## config.mk

```make
export PLATFORM = sky130hd
export DESIGN_NAME = seg_scan_ctrl
export DESIGN_NICKNAME = d
export VERILOG_FILES = /design/src/rtl/seg_scan_ctrl_pkg.sv /design/src/rtl/seg_scan_ctrl_rr_arbiter2.sv /design/src/rtl/seg_scan_ctrl.sv
export SDC_FILE = /design/constraint.sdc
export NUM_CORES = 1
export LEC_CHECK = 0
export CORE_MARGIN = 5
export CORE_UTILIZATION = 25
export CTS_BUF_LIST = sky130_fd_sc_hd__clkbuf_8
export DETAILED_ROUTE_END_ITERATION = 16
export MAX_ROUTING_LAYER = met4
export PLACE_DENSITY = 0.42
export SYNTH_ARGS = -nofsm -noshare
export SYNTH_HDL_FRONTEND = slang
export SYNTH_SLANG_ARGS = --single-unit
```

## constraint.sdc

```tcl
create_clock -name clk -period 2.8 [get_ports clk]
set_input_delay 0.42 -clock clk [delete_from_list [all_inputs] [get_ports clk]]
set_output_delay 0.42 -clock clk [all_outputs]
set_load 0.05 [all_outputs]
```

## src/rtl/seg_scan_ctrl_pkg.sv

```systemverilog
`default_nettype none
// +--------------------------------------------------------------------+
// | seg_pkg : shared constants, arbiter state type and anode helper    |
// | Revision: 1.0                                                      |
// +--------------------------------------------------------------------+
package seg_pkg;

    localparam int NUM_DIGITS = 8;
    localparam int IDX_W      = 3;
    localparam int DIGIT_W    = 4;

    localparam logic [NUM_DIGITS-1:0] AN_ALL_OFF = 8'hFF;
    localparam logic [DIGIT_W-1:0]    LAMP_DIGIT = 4'h8;

    typedef enum logic [0:0] {
        PRI_A = 1'b0,
        PRI_B = 1'b1
    } rr_state_t;

    // Active-low one-hot anode pattern; all dark when the digit is not lit.
    function automatic logic [NUM_DIGITS-1:0] anode_drive(
        input logic             lit,
        input logic [IDX_W-1:0] idx
    );
        logic [NUM_DIGITS-1:0] an;
        an      = AN_ALL_OFF;
        an[idx] = ~lit;
        return an;
    endfunction

endpackage
`default_nettype wire

```

## src/rtl/seg_scan_ctrl_rr_arbiter2.sv

```systemverilog
`default_nettype none
// +--------------------------------------------------------------------+
// | rr_arbiter2 : two-way round-robin arbiter, same-cycle grants       |
// | Revision: 1.0                                                      |
// +--------------------------------------------------------------------+
module rr_arbiter2
    import seg_pkg::*;
(
    input  logic clk,
    input  logic rst,
    input  logic req_a,
    input  logic req_b,
    output logic gnt_a,
    output logic gnt_b
);

    rr_state_t ptr_q;
    rr_state_t ptr_d;

    always_comb begin
        gnt_a = req_a & (~req_b | (ptr_q == PRI_A));
        gnt_b = req_b & ~gnt_a;
        ptr_d = ptr_q;
        if (gnt_a) begin
            ptr_d = PRI_B;
        end else if (gnt_b) begin
            ptr_d = PRI_A;
        end
    end

    always_ff @(posedge clk) begin
        if (!rst) begin
            ptr_q <= PRI_A;
        end else begin
            ptr_q <= ptr_d;
        end
    end

endmodule
`default_nettype wire

```

## src/rtl/seg_scan_ctrl.sv

```systemverilog
`default_nettype none
// +--------------------------------------------------------------------+
// | seg_scan_ctrl : 8-digit buffer, write arbiter, scan and PWM drive  |
// | Optional lamp test: define SEG_SCAN_LAMP_TEST_EN                   |
// | Revision: 1.0                                                      |
// +--------------------------------------------------------------------+
module seg_scan_ctrl #(
    parameter int DIV_LOG2   = 17,
    parameter int NUM_DIGITS = 8
) (
    input  logic                        clk,
    input  logic                        rst,
    input  logic                        wr_req_a,
    input  logic [seg_pkg::IDX_W-1:0]   wr_idx_a,
    input  logic [seg_pkg::DIGIT_W-1:0] wr_data_a,
    output logic                        wr_ack_a,
    input  logic                        wr_req_b,
    input  logic [seg_pkg::IDX_W-1:0]   wr_idx_b,
    input  logic [seg_pkg::DIGIT_W-1:0] wr_data_b,
    output logic                        wr_ack_b,
    input  logic [NUM_DIGITS-1:0]       blank_mask,
    input  logic [NUM_DIGITS-1:0]       dp_mask,
    input  logic [3:0]                  bright,
`ifdef SEG_SCAN_LAMP_TEST_EN
    input  logic                        lamp_test,
`endif
    output logic [seg_pkg::IDX_W-1:0]   digit_sel,
    output logic [seg_pkg::DIGIT_W-1:0] digit_val,
    output logic [NUM_DIGITS-1:0]       an,
    output logic                        dp
);

    import seg_pkg::*;

    logic [DIV_LOG2-1:0]   presc_q, presc_d;
    logic [IDX_W-1:0]      scan_q, scan_d;
    logic [IDX_W-1:0]      sel_q, sel_d;
    logic [DIGIT_W-1:0]    val_q, val_d;
    logic [NUM_DIGITS-1:0] an_q, an_d;
    logic                  dp_q, dp_d;
    logic                  ack_a_q, ack_a_d;
    logic                  ack_b_q, ack_b_d;
    logic [DIGIT_W-1:0]    dbuf_q [NUM_DIGITS];
    logic [DIGIT_W-1:0]    dbuf_d [NUM_DIGITS];

    logic [3:0] phase;
    logic       lit;
    logic       lamp;
    logic       arb_req_a;
    logic       arb_req_b;
    logic       gnt_a;
    logic       gnt_b;

`ifdef SEG_SCAN_LAMP_TEST_EN
    assign lamp = lamp_test;
`else
    assign lamp = 1'b0;
`endif

    // A requester still sees its own ack this cycle and drops req next edge,
    // so its request is ignored while its ack is high.
    assign arb_req_a = wr_req_a & ~ack_a_q;
    assign arb_req_b = wr_req_b & ~ack_b_q;

    rr_arbiter2 u_arb (
        .clk   (clk),
        .rst   (rst),
        .req_a (arb_req_a),
        .req_b (arb_req_b),
        .gnt_a (gnt_a),
        .gnt_b (gnt_b)
    );

    always_comb begin
        presc_d = presc_q + DIV_LOG2'(1);
        scan_d  = scan_q;
        if (&presc_q) begin
            scan_d = scan_q + IDX_W'(1);
        end

        phase = presc_q[DIV_LOG2-1 -: 4];
        lit   = lamp | ((phase <= bright) & ~blank_mask[scan_q]);

        // digit_sel is delayed with an/dp/digit_val so all four stay aligned.
        sel_d = scan_q;
        an_d  = anode_drive(lit, scan_q);
        dp_d  = lamp ? 1'b0 : ~(lit & dp_mask[scan_q]);
        val_d = lamp ? LAMP_DIGIT : dbuf_q[scan_q];

        ack_a_d = gnt_a;
        ack_b_d = gnt_b;
        dbuf_d  = dbuf_q;
        if (gnt_a) begin
            dbuf_d[wr_idx_a] = wr_data_a;
        end else if (gnt_b) begin
            dbuf_d[wr_idx_b] = wr_data_b;
        end
    end

    always_ff @(posedge clk) begin
        if (!rst) begin
            presc_q <= '0;
            scan_q  <= '0;
            sel_q   <= '0;
            val_q   <= '0;
            an_q    <= AN_ALL_OFF;
            dp_q    <= 1'b1;
            ack_a_q <= 1'b0;
            ack_b_q <= 1'b0;
            for (int i = 0; i < NUM_DIGITS; i++) begin
                dbuf_q[i] <= '0;
            end
        end else begin
            presc_q <= presc_d;
            scan_q  <= scan_d;
            sel_q   <= sel_d;
            val_q   <= val_d;
            an_q    <= an_d;
            dp_q    <= dp_d;
            ack_a_q <= ack_a_d;
            ack_b_q <= ack_b_d;
            dbuf_q  <= dbuf_d;
        end
    end

    assign wr_ack_a  = ack_a_q;
    assign wr_ack_b  = ack_b_q;
    assign digit_sel = sel_q;
    assign digit_val = val_q;
    assign an        = an_q;
    assign dp        = dp_q;

endmodule
`default_nettype wire

```

After elaboration in Yosys (flattened, before gate mapping)
Index checks and enable logic that the tools add are counted.
- flip-flop bits (word level): 71
- input port bits: 38
- add/subtract/negate cells: 2
- magnitude comparators: 8
- muxes and demuxes: 19
- bitwise gates (word level): 20
- reduce and logical (&&, ||, !) cells: 5
- operators by type and width (kind ; number):
    $bwmux W32 ; 2
    $mux W32 ; 2
    $demux W4 S3 ; 2
    $add A17 B1 Y17 const B ; 1
    $reduce_and A17 Y1 ; 1
    $mux W4 ; 4
    $bmux W4 S3 ; 1
    $ge A4 B4 Y1 const B ; 3
    $not A3 Y4 ; 3
    $lt A4 B1 Y1 const B ; 2
    $not A1 Y1 ; 8
    $not A8 Y8 ; 1
    $or A8 B8 Y8 ; 1
    $and A1 B1 Y1 ; 6
    $bmux W1 S3 ; 2
    $mux W1 ; 5
    $le A4 B4 Y1 ; 1
    $lt A3 B4 Y1 const B ; 1
    $add A3 B1 Y3 const B ; 1
    $demux W1 S3 ; 1
    $ge A3 B1 Y1 const B ; 1
    $logic_and A1 B1 Y1 ; 3
    $reduce_bool A2 Y1 ; 1
    $or A1 B1 Y1 ; 1

Longest topological paths before layout
Gate-level depths: netlist of run 1.
- depth after elaboration: 9
- mapped depth: 7

Cells and area by module
From an unflattened synthesis of run 1, not the netlist that was laid out.
- cells, all modules: 320
- area, all modules: 3462.1 um^2
- by module, submodules not included (module ; times used ; cells each ; area an instance (um^2) ; sequential area each (um^2)):
    seg_scan_ctrl ; 1 ; 314 ; 3408.3 ; 1401.3
    rr_arbiter2 ; 1 ; 6 ; 53.8 ; 20.0

Worst setup path before layout of run 1
OpenSTA, ideal clock, no wires.
- path kind: register to register
- start point: reg ack_b_q (netlist: wr_ack_b)
- end point: reg dbuf_q[10] (netlist bit)
- library setup time: 0.124 ns
- data arrival time: 1.690 ns
- required time: 2.676 ns
- slack: 0.987 ns
- cell stages (with the launch flop): 6
- buffers on the path: 1
- clock period less this slack: 1.813 ns
- cells stage by stage: dfxtp_1 and3b_1 buf_4 nor3_2 or2_1 a21oi_1
- word-level cells in the longest chain between the ends: 8
- elaborated cells between the ends (all ways): 9
- classes of those cells: mux (1); bitwise (7); reduce/logical (1)
- ends and longest elaborated chain (what ; RTL line ; RTL):
    start: declaration ; seg_scan_ctrl.sv:42 ; logic ack_b_q, ack_b_d;
    start signal: assignment ; seg_scan_ctrl.sv:121 ; ack_b_q <= ack_b_d;
    $not A1 Y1 (*) ; seg_scan_ctrl.sv:63 ; assign arb_req_b = wr_req_b & ~ack_b_q;
    $and A1 B1 Y1 (*) ; seg_scan_ctrl.sv:63 ;
    $not A1 Y1 ; seg_scan_ctrl_rr_arbiter2.sv:21 ; gnt_a = req_a & (~req_b | (ptr_q == PRI_A));
    $or A1 B1 Y1 ; seg_scan_ctrl_rr_arbiter2.sv:21 ;
    $and A1 B1 Y1 ; seg_scan_ctrl_rr_arbiter2.sv:21 ;
    $not A1 Y1 ; seg_scan_ctrl_rr_arbiter2.sv:22 ; gnt_b = req_b & ~gnt_a;
    $and A1 B1 Y1 ; seg_scan_ctrl_rr_arbiter2.sv:22 ;
    $reduce_bool A2 Y1 (no line) ; -- ;
    end signal: assignment ; seg_scan_ctrl.sv:122 ; dbuf_q <= dbuf_d;
    end: declaration ; seg_scan_ctrl.sv:43 ; logic [DIGIT_W-1:0] dbuf_q [NUM_DIGITS];
Mark *: on every way between the ends. The rest lies on a longest branch, timed or not.
A chain may end at the register's enable or synchronous reset.

Worst setup path after layout of run 1
- start point: reg ack_a_q (netlist: wr_ack_a)
- end point: out wr_ack_a
- RTL lines (what ; RTL line ; RTL):
    start: declaration ; seg_scan_ctrl.sv:41 ; logic ack_a_q, ack_a_d;
    start signal: assignment ; seg_scan_ctrl.sv:120 ; ack_a_q <= ack_a_d;
    end: declaration ; seg_scan_ctrl.sv:16 ; output logic wr_ack_a,
No word-level cell between the ends.

==> results of run 1 <==
## layout by cell type (no fill, tap or decap), drive strengths merged, types with 2 or more instances in the layout
cell,Yosys,routed
a21boi,4,4
a21oi,33,33
a22oi,32,32
and2,21,21
and3,3,3
and3b,4,4
and4,3,3
buf,11,13
bufinv,0,2
clkbuf,10,10
clkdlybuf4s50,0,54
clkinv,0,4
dfxtp,71,71
ha,7,7
inv,6,6
mux2i,6,6
mux4,12,12
nand2,7,7
nand2b,3,3
nand3,13,13
nand3b,2,2
nand4,6,6
nor2,2,2
nor2b,12,12
nor3,10,10
nor3b,14,14
nor4,5,5
o31ai,32,32
or2,8,8
xnor2,8,8
xor2,7,7
## final cells by class
cell class                 count  area, um^2  area share
clock buffer                  10         138      0.0297
inverter                       6        22.5     0.00487
tap                          184         230      0.0498
timing repair buffer          67         636       0.137
sequential                    71        1420       0.307
multi-input combinational    260        2100       0.453
clock inverter                 6        83.8      0.0181
## power breakdown
part / internal [W] / switching, W
Sequential: 0.00104 / 0.0000259
Clock: 0.000523 / 0.000403
Combinational: 0.000131 / 0.000154
## registers in the layout (all words and copies together), names as in the netlist
signal,flops
wr_ack_b,1
u_arb.ptr_q,1
an,8
dp,1
digit_val,4
presc_q,17
wr_ack_a,1
dbuf_q,32
scan_q,3
digit_sel,3
## final timing paths
kind | from | end | cells after the start
max reg2reg | presc_q[0] | scan_q[2] | 7
min | presc_q[0] | presc_q[0] | 1
min reg2reg | presc_q[0] | presc_q[0] | 1
max | wr_ack_a | wr_ack_a | 1
## cells by family (layout without fill, tap and decap cells)
| group | Yosys count | count (layout) | share of synthesized area |
|---|---|---|---|
| mux | 19 | 19 | 0.0940 |
| buf+inv | 27 | 89 | 0.0324 |
| flops | 71 | 71 | 0.391 |
| fa+ha+maj | 7 | 7 | 0.0241 |
| compound gates | 105 | 105 | 0.195 |
| simple gates | 114 | 114 | 0.228 |
| xor+xnor | 15 | 15 | 0.0361 |
## layer usage
| metal | routed length [um] | global-route usage | share of wire | vias up |
|---|---|---|---|---|
| li1 | - | - | - | 1481 |
| met1 | 4990 | 0.176 | 0.48 | 1418 |
| met2 | 4540 | 0.189 | 0.44 | 81 |
| met3 | 761 | 0.0378 | 0.074 | 4 |
| met4 | 64 | 0.0436 | 0.0062 | 0 |
| met5 | 0 | - | 0 | - |
## per-stage QoR
step | instances | hold slack, ns
floorplan | 358 | 0.436
global placement | 588 | 0.453
detailed placement | 588 | 0.459
CTS | 604 | 0.443
global route | 604 | 0.464
finish | 604 | 0.474
==> flow_metrics.env, run 1 <==
export IMPL_status="finished clean"
export IMPL_cp_slowest_stage_delay_ns=0.85
export IMPL_gp_congestion=0.799
export IMPL_final_area_um2=4630
export IMPL_clk_pin_slew_worst_paths_ns=0.08
export IMPL_final_net_count=460
export IMPL_path_cells="clkdlybuf4s50_1"
export IMPL_cts_tree="done"
export IMPL_hold_path_class="reg -> reg"
export IMPL_startpoint_type="flop"
export IMPL_die_y_um=131
export IMPL_reg2reg_slack_ns=0.95
export IMPL_fillers=1486
export IMPL_synthCells=358
export IMPL_rsz0062_at_grt="no"
export IMPL_power_density_nw_per_um2=493
export IMPL_area_growth_pct=27.3
export IMPL_worst_path_buf_inv=1
export IMPL_grt_max_degree=27
export IMPL_post_cts_buffers=0
export IMPL_overflow=0
export IMPL_yosys_register_bits=71
export IMPL_async_reset_ff_frac=0
export IMPL_grt_pass1_wl_mm=16.5
export IMPL_wl_per_cell_um=17.1
export IMPL_crit_path_max_fanout=5
export IMPL_synth_ff_type="dfxtp_1"
export IMPL_fin_util=0.322
export IMPL_diodes=0
export IMPL_dr_pass1_iters=4
export IMPL_cts_root_buf="clkbuf_8"
export IMPL_rows=44
export IMPL_synth_cell_types=43
export IMPL_crit_family="buffers and inverters"
export IMPL_io_pin_count=56
export IMPL_ir_worst_vdd_mv=0.153
export IMPL_wl_mm=10.4
export IMPL_antenna_left=0
export IMPL_vias=2984
export IMPL_viasPerCell=4.94
export IMPL_period_needed_ns=2.05
export IMPL_endpoint_kind="output pin"
export IMPL_cp_slowest_cell="clkdlybuf4s50_1"
export IMPL_setup_violations=0
export IMPL_netlist_top_cells_count="71 x dfxtp_1, 33 x a21oi_1, 32 x a22oi_1, 32 x o31ai_1, 21 x and2_1"
export IMPL_report_final_slew_viol_count=0
export IMPL_place_ws_ns=0.423
export IMPL_tns_ns=0
export IMPL_holdBufCountCts=0
export IMPL_htreeDepth=3
export IMPL_slew_headroom=0.565
export IMPL_core_area_um2=14400
export IMPL_synth_edf_count=0
export IMPL_post_synth_top_count_cell="dfxtp_1"
export IMPL_io_buffers=55
export IMPL_hpwl_mm=7.51
export IMPL_grtUsageTotal=0.131
export IMPL_synth_seq_area_share=0.391
export IMPL_synth_fp_nets=403
export IMPL_cts_num_sinks=71
export IMPL_fmax_mhz=488
export IMPL_dpl_cell_area_um2=4410
export IMPL_synth_top_area_share=0.391
export IMPL_drt_initial_drc_count=129
export IMPL_finalWorstSetupSlack_ns=0.750
export IMPL_cp_arrival_ns=1.63
export IMPL_insertion_delay_ns=0.36
export IMPL_hold_violations=0
export IMPL_p_leak_nw=1.71
export IMPL_clk_path_buf_depth=2
export IMPL_synth_area_top_cells="dfxtp_1 39%, mux4_2 7.4%, a22oi_1 6.6%"
export IMPL_postSynthAreaPerCell_um2=10.2
export IMPL_cts_resized=0
export IMPL_die_area_um2=17000
export IMPL_drive_gt1_frac=0.150
export IMPL_power_total_w=0.00228
export IMPL_yosys_area_top_type="dfxtp_1"
export IMPL_crit_required_ns=2.38
export IMPL_timing_final_crit_share=0.732
export IMPL_tightest_slew_ns=0.652
export IMPL_critPathKind="reg -> out"
export IMPL_die_x_um=131
export IMPL_drc=0
export IMPL_antenna_found_initial=0
export IMPL_grt_pass1_vias=2977
export IMPL_maxCapViolCount=0
export IMPL_ys_warn_count=0
export IMPL_netlist_area_um2=3630
export IMPL_fin_skew_ns=0.00947
export IMPL_start_util=0.253
export IMPL_numCtsBuffers=9
No activity file was read; power rests on OpenSTA's default activity.
==> run 2: changes to the inputs <==
- clock period: 2.8 -> 2.1 ns (I/O delays scaled with it)
==> flow_metrics.env, run 2 (synthesis gave the netlist of run 1 again) <==
export IMPL_fin_skew_ns=0.00748
export IMPL_most_common_layout_cells="71 x dfxtp_1, 54 x clkdlybuf4s50_1, 33 x a21oi_1"
export IMPL_worst_path_buf_inv=0
export IMPL_cts_num_sinks=71
export IMPL_startpoint_type="flop"
export IMPL_r2r_cells=4
export IMPL_min_to="dbuf_q[7]"
export IMPL_drc=0
export IMPL_whs_ns=0.447
export IMPL_reg2reg_slack_ns=0.13
export IMPL_power_density_nw_per_um2=638
export IMPL_die_x_um=131
export IMPL_wl_per_cell_um=17.4
export IMPL_die_area_um2=17000
export IMPL_grtUsageTotal=0.137
export IMPL_area_growth_pct=32.3
export IMPL_ir_worst_vdd_mv=0.260
export IMPL_status="finished clean"
export IMPL_insertion_delay_ns=0.36
export IMPL_hpwl_mm=7.65
export IMPL_maxCapViolCount=0
export IMPL_clk_path_buf_depth=2
export IMPL_path_cells="nand3b_1, a21boi_1, a22oi_1, a21oi_1"
export IMPL_crit_family="compound AO/OA/AOI/OAI gates"
export IMPL_io_buffers=55
export IMPL_multi_input_area_um2=2100
export IMPL_rows=44
export IMPL_grt_max_degree=26
export IMPL_endpoint_kind="flop"
export IMPL_wl_mm=10.8
export IMPL_crit_required_ns=2.39
export IMPL_crit_path_max_fanout=8
export IMPL_reg2reg_to="dbuf_q[0]"
export IMPL_timing_final_crit_share=0.937
export IMPL_cp_slowest_stage_delay_ns=0.83
export IMPL_dpl_cell_count=608
export IMPL_diodes=0
export IMPL_drive_gt1_frac=0.187
export IMPL_place_ws_ns=-0.192
export IMPL_start_util=0.253
export IMPL_cp_slowest_cell="a21boi_1"
export IMPL_slew_headroom=0.342
export IMPL_cts_tree="done"
export IMPL_vias=3069
export IMPL_fmax_mhz=508
export IMPL_rsz0062_at_grt="no"
export IMPL_die_y_um=131
export IMPL_regMostFlops="dbuf_q"
export IMPL_finalWorstSetupSlack_ns=0.133
export IMPL_report_final_slew_viol_count=0
export IMPL_r2r_start="u_arb.ptr_q"
export IMPL_whs_path_depth=3
export IMPL_overflow=0
export IMPL_seq_area_um2=1420
export IMPL_viasPerCell=4.93
export IMPL_clk_pin_slew_worst_paths_ns=0.08
export IMPL_io_pin_count=56
export IMPL_setup_violations=0
export IMPL_drt_initial_drc_count=168
export IMPL_p_leak_nw=1.82
export IMPL_antenna_found_initial=0
export IMPL_htreeDepth=3
export IMPL_holdBufCountCts=0
export IMPL_cts_root_buf="clkbuf_8"
export IMPL_gp_congestion=0.753
export IMPL_cp_arrival_ns=2.26
export IMPL_largest_reg_flops=32
export IMPL_hold_path_class="in -> reg"
export IMPL_core_area_um2=14400
export IMPL_final_common_cell="dfxtp_1"
export IMPL_final_net_count=480
export IMPL_period_needed_ns=1.97
export IMPL_instances_no_fill=623
export IMPL_numCtsBuffers=9
export IMPL_dr_pass1_iters=4
export IMPL_grt_pass1_vias=3076
export IMPL_hold_violations=0
export IMPL_critPathKind="reg -> reg"
export IMPL_antenna_left=0
export IMPL_fillers=1464
export IMPL_worstHoldStart="rst"
export IMPL_tightest_slew_ns=0.985
export IMPL_grt_pass1_wl_mm=17.1
[run 2: cell count changes in the layout (fill, tap and decap cells not counted), sizes merged]
cell / before / now
clkinv: 4 / 2
buf: 13 / 33
inv: 6 / 7
[run 2: timing repair]
item,4_1_cts,5_1_grt
setup buffers,0,0
endpoints found under the setup margin,0,2
gates resized for setup,0,1
[run 2: cell type report]
class,count,share of cell area
Clock buffer,10,0.0286
Clock inverter,5,0.0154
Timing Repair Buffer,87,0.171
Multi-Input combinational cell,260,0.437
Sequential cell,71,0.296
Inverter,6,0.00468
Tap cell,184,0.0479
[run 2: worst max-delay path by stage]
stage	startpoint	to	cells after the start
after floorplan	wr_ack_b	dbuf_q[10]	5
after global placement	wr_req_b	dbuf_q[18]	5
after detailed placement	wr_req_b	dbuf_q[18]	5
after CTS	wr_ack_a	wr_ack_a	1
after global routing	u_arb.ptr_q	dbuf_q[12]	4
final	u_arb.ptr_q	dbuf_q[0]	4
[run 2: metal layers]
layer  vias to the layer above  share of wire  GRT usage
met5                         -              0          -
met4                         0          0.021     0.0665
met3                        16          0.057     0.0256
met2                        97           0.43      0.198
met1                      1441           0.49      0.184
li1                       1515              -          -
[run 2: through the flow]
step           power [W]  utilization  area (um^2)  setup TNS, ns
3_3_place_gp     0.00187        0.320         4590          -2.23
3_5_place_dp     0.00187        0.320         4590          -2.98
5_1_grt          0.00321        0.335         4810              0
6_report         0.00307        0.335         4810              0
2_1_floorplan    0.00167            -         3630              0
4_1_cts          0.00312        0.334         4800              0
[run 2: where the power goes]
group,internal [W],switching [W]
logic,0.000200,0.000215
registers,0.00139,0.0000335
clock network,0.000687,0.000543
total,0.00228,0.000791
[run 2: worst min-delay path, cell delays in order]
cell and delay, ns:
buf_2 0.27, o31ai_1 0.13, a21oi_1 0.04
==> run 3: changes to the inputs <==
- PLACE_DENSITY: 0.42 -> 0.44
- clock period: 2.1 -> 1.6 ns (I/O delays scaled with it)
==> flow_metrics.env, run 3 (synthesis gave the netlist of run 1 again) <==
export IMPL_antenna_found_initial=0
export IMPL_die_y_um=131
export IMPL_critPathKind="reg -> reg"
export IMPL_p_leak_nw=2.10
export IMPL_violations="setup timing"
export IMPL_largest_reg_flops=32
export IMPL_core_area_um2=14400
export IMPL_regMostFlops="dbuf_q"
export IMPL_viasPerCell=4.87
export IMPL_tightest_slew_ns=0.582
export IMPL_startpoint_type="flop"
export IMPL_hpwl_mm=8.06
export IMPL_cts_num_sinks=71
export IMPL_io_buffers=55
export IMPL_wl_mm=11.1
export IMPL_dr_pass1_iters=4
export IMPL_insertion_delay_ns=0.36
export IMPL_fin_skew_ns=0.00758
export IMPL_grtUsageTotal=0.138
export IMPL_vias=3260
export IMPL_cts_root_buf="clkbuf_8"
export IMPL_io_pin_count=56
export IMPL_instances_no_fill=670
export IMPL_dpl_cell_count=650
export IMPL_drc=0
export IMPL_most_common_layout_cells="86 x buf_4, 61 x dfxtp_1, 34 x clkdlybuf4s50_1"
export IMPL_hold_path_class="in -> reg"
export IMPL_crit_path_max_fanout=3
export IMPL_rows=44
export IMPL_clk_pin_slew_worst_paths_ns=0.08
export IMPL_grt_pass1_vias=3235
export IMPL_wl_per_cell_um=16.6
export IMPL_fillers=1458
export IMPL_final_area_um2=5390
export IMPL_ir_worst_vdd_mv=0.360
export IMPL_area_growth_pct=48.3
export IMPL_htreeDepth=3
export IMPL_gp_congestion=0.869
export IMPL_grt_pass1_wl_mm=17.5
export IMPL_hold_violations=0
export IMPL_overflow=0
export IMPL_die_area_um2=17000
export IMPL_cp_arrival_ns=1.91
export IMPL_dpl_cell_area_um2=4880
export IMPL_antenna_left=0
export IMPL_crit_required_ns=1.86
export IMPL_slew_headroom=0.611
export IMPL_drive_gt1_frac=0.397
export IMPL_final_common_cell="buf_4"
export IMPL_power_density_nw_per_um2=739
export IMPL_endpoint_kind="flop"
export IMPL_finalWorstSetupSlack_ns=-0.0510
export IMPL_clk_path_buf_depth=2
export IMPL_status="complete, but fails checks"
export IMPL_fin_util=0.375
export IMPL_period_needed_ns=1.65
export IMPL_start_util=0.253
export IMPL_final_net_count=526
export IMPL_diodes=0
export IMPL_die_x_um=131
export IMPL_report_final_slew_viol_count=0
export IMPL_maxCapViolCount=0
export IMPL_drt_initial_drc_count=264
export IMPL_timing_final_crit_share=1.03
export IMPL_setup_violations=5
export IMPL_fmax_mhz=606
export IMPL_numCtsBuffers=9
export IMPL_grt_max_degree=27
export IMPL_rsz0062_at_grt="yes"
export IMPL_cts_tree="done"
[run 3: worst paths after layout]
kind                from           to  slack (ns)  cells after the start
max           presc_q[0]    scan_q[2]       -0.05                      7
min                  rst           dp        0.30                      2
max reg2reg   presc_q[0]    scan_q[2]       -0.05                      7
min reg2reg  presc_q[15]  presc_q[15]        0.49                      2
[run 3: timing repair]
item | CTS | global route
pin swaps | 10 | 11
resized for setup | 19 | 46
setup endpoints to repair | 27 | 48
setup buffers | 3 | 3
hold buffers | 0 | 0
[run 3: metrics by stage]
stage	power (W)	worst slack [ns]	setup TNS, ns	hold slack (ns)
6_report	0.00399	-0.0510	-0.0663	0.305
5_1_grt	0.00418	-0.117	-1.07	0.321
4_1_cts	0.00400	-0.0169	-0.0300	0.301
3_5_place_dp	0.00250	-0.430	-14.37	0.482
3_3_place_gp	0.00250	-0.423	-14.28	0.470
2_1_floorplan	0.00219	-0.00583	-0.00583	0.382
[run 3: cell type report]
class                      instances  area, um^2  share of cell area
multi-input combinational        260        2350               0.436
clock buffer                       9         124              0.0230
sequential                        71        1440               0.267
tap                              184         230              0.0427
clock inverter                     7        71.3              0.0132
inverter                           6        22.5             0.00418
timing repair buffer             133        1150               0.214
[run 3: metal layers]
| metal | vias to the layer above | share of wire | wire (um) | track usage |
|---|---|---|---|---|
| li1 | 1614 | - | - | - |
| met4 | 0 | 0.012 | 128 | 0.0321 |
| met3 | 10 | 0.068 | 757 | 0.0390 |
| met5 | - | 0 | 0 | - |
| met1 | 1529 | 0.46 | 5160 | 0.186 |
| met2 | 107 | 0.46 | 5060 | 0.204 |
[run 3: power breakdown]
part	leakage, nW	total [W]	internal [W]	switching, W
clock network	0.103	0.00146	0.000722	0.000734
registers	0.581	0.00188	0.00183	0.0000501
logic	1.42	0.000652	0.000335	0.000316
[run 3: critical path, cell delays in order, from the launching register on]
cell and delay (ns):
dfxtp_2 0.35, ha_4 0.13, nand4_1 0.19, nor4_4 0.33, ha_4 0.22, nand2_4 0.06, xnor2_2 0.12, and2_1 0.15
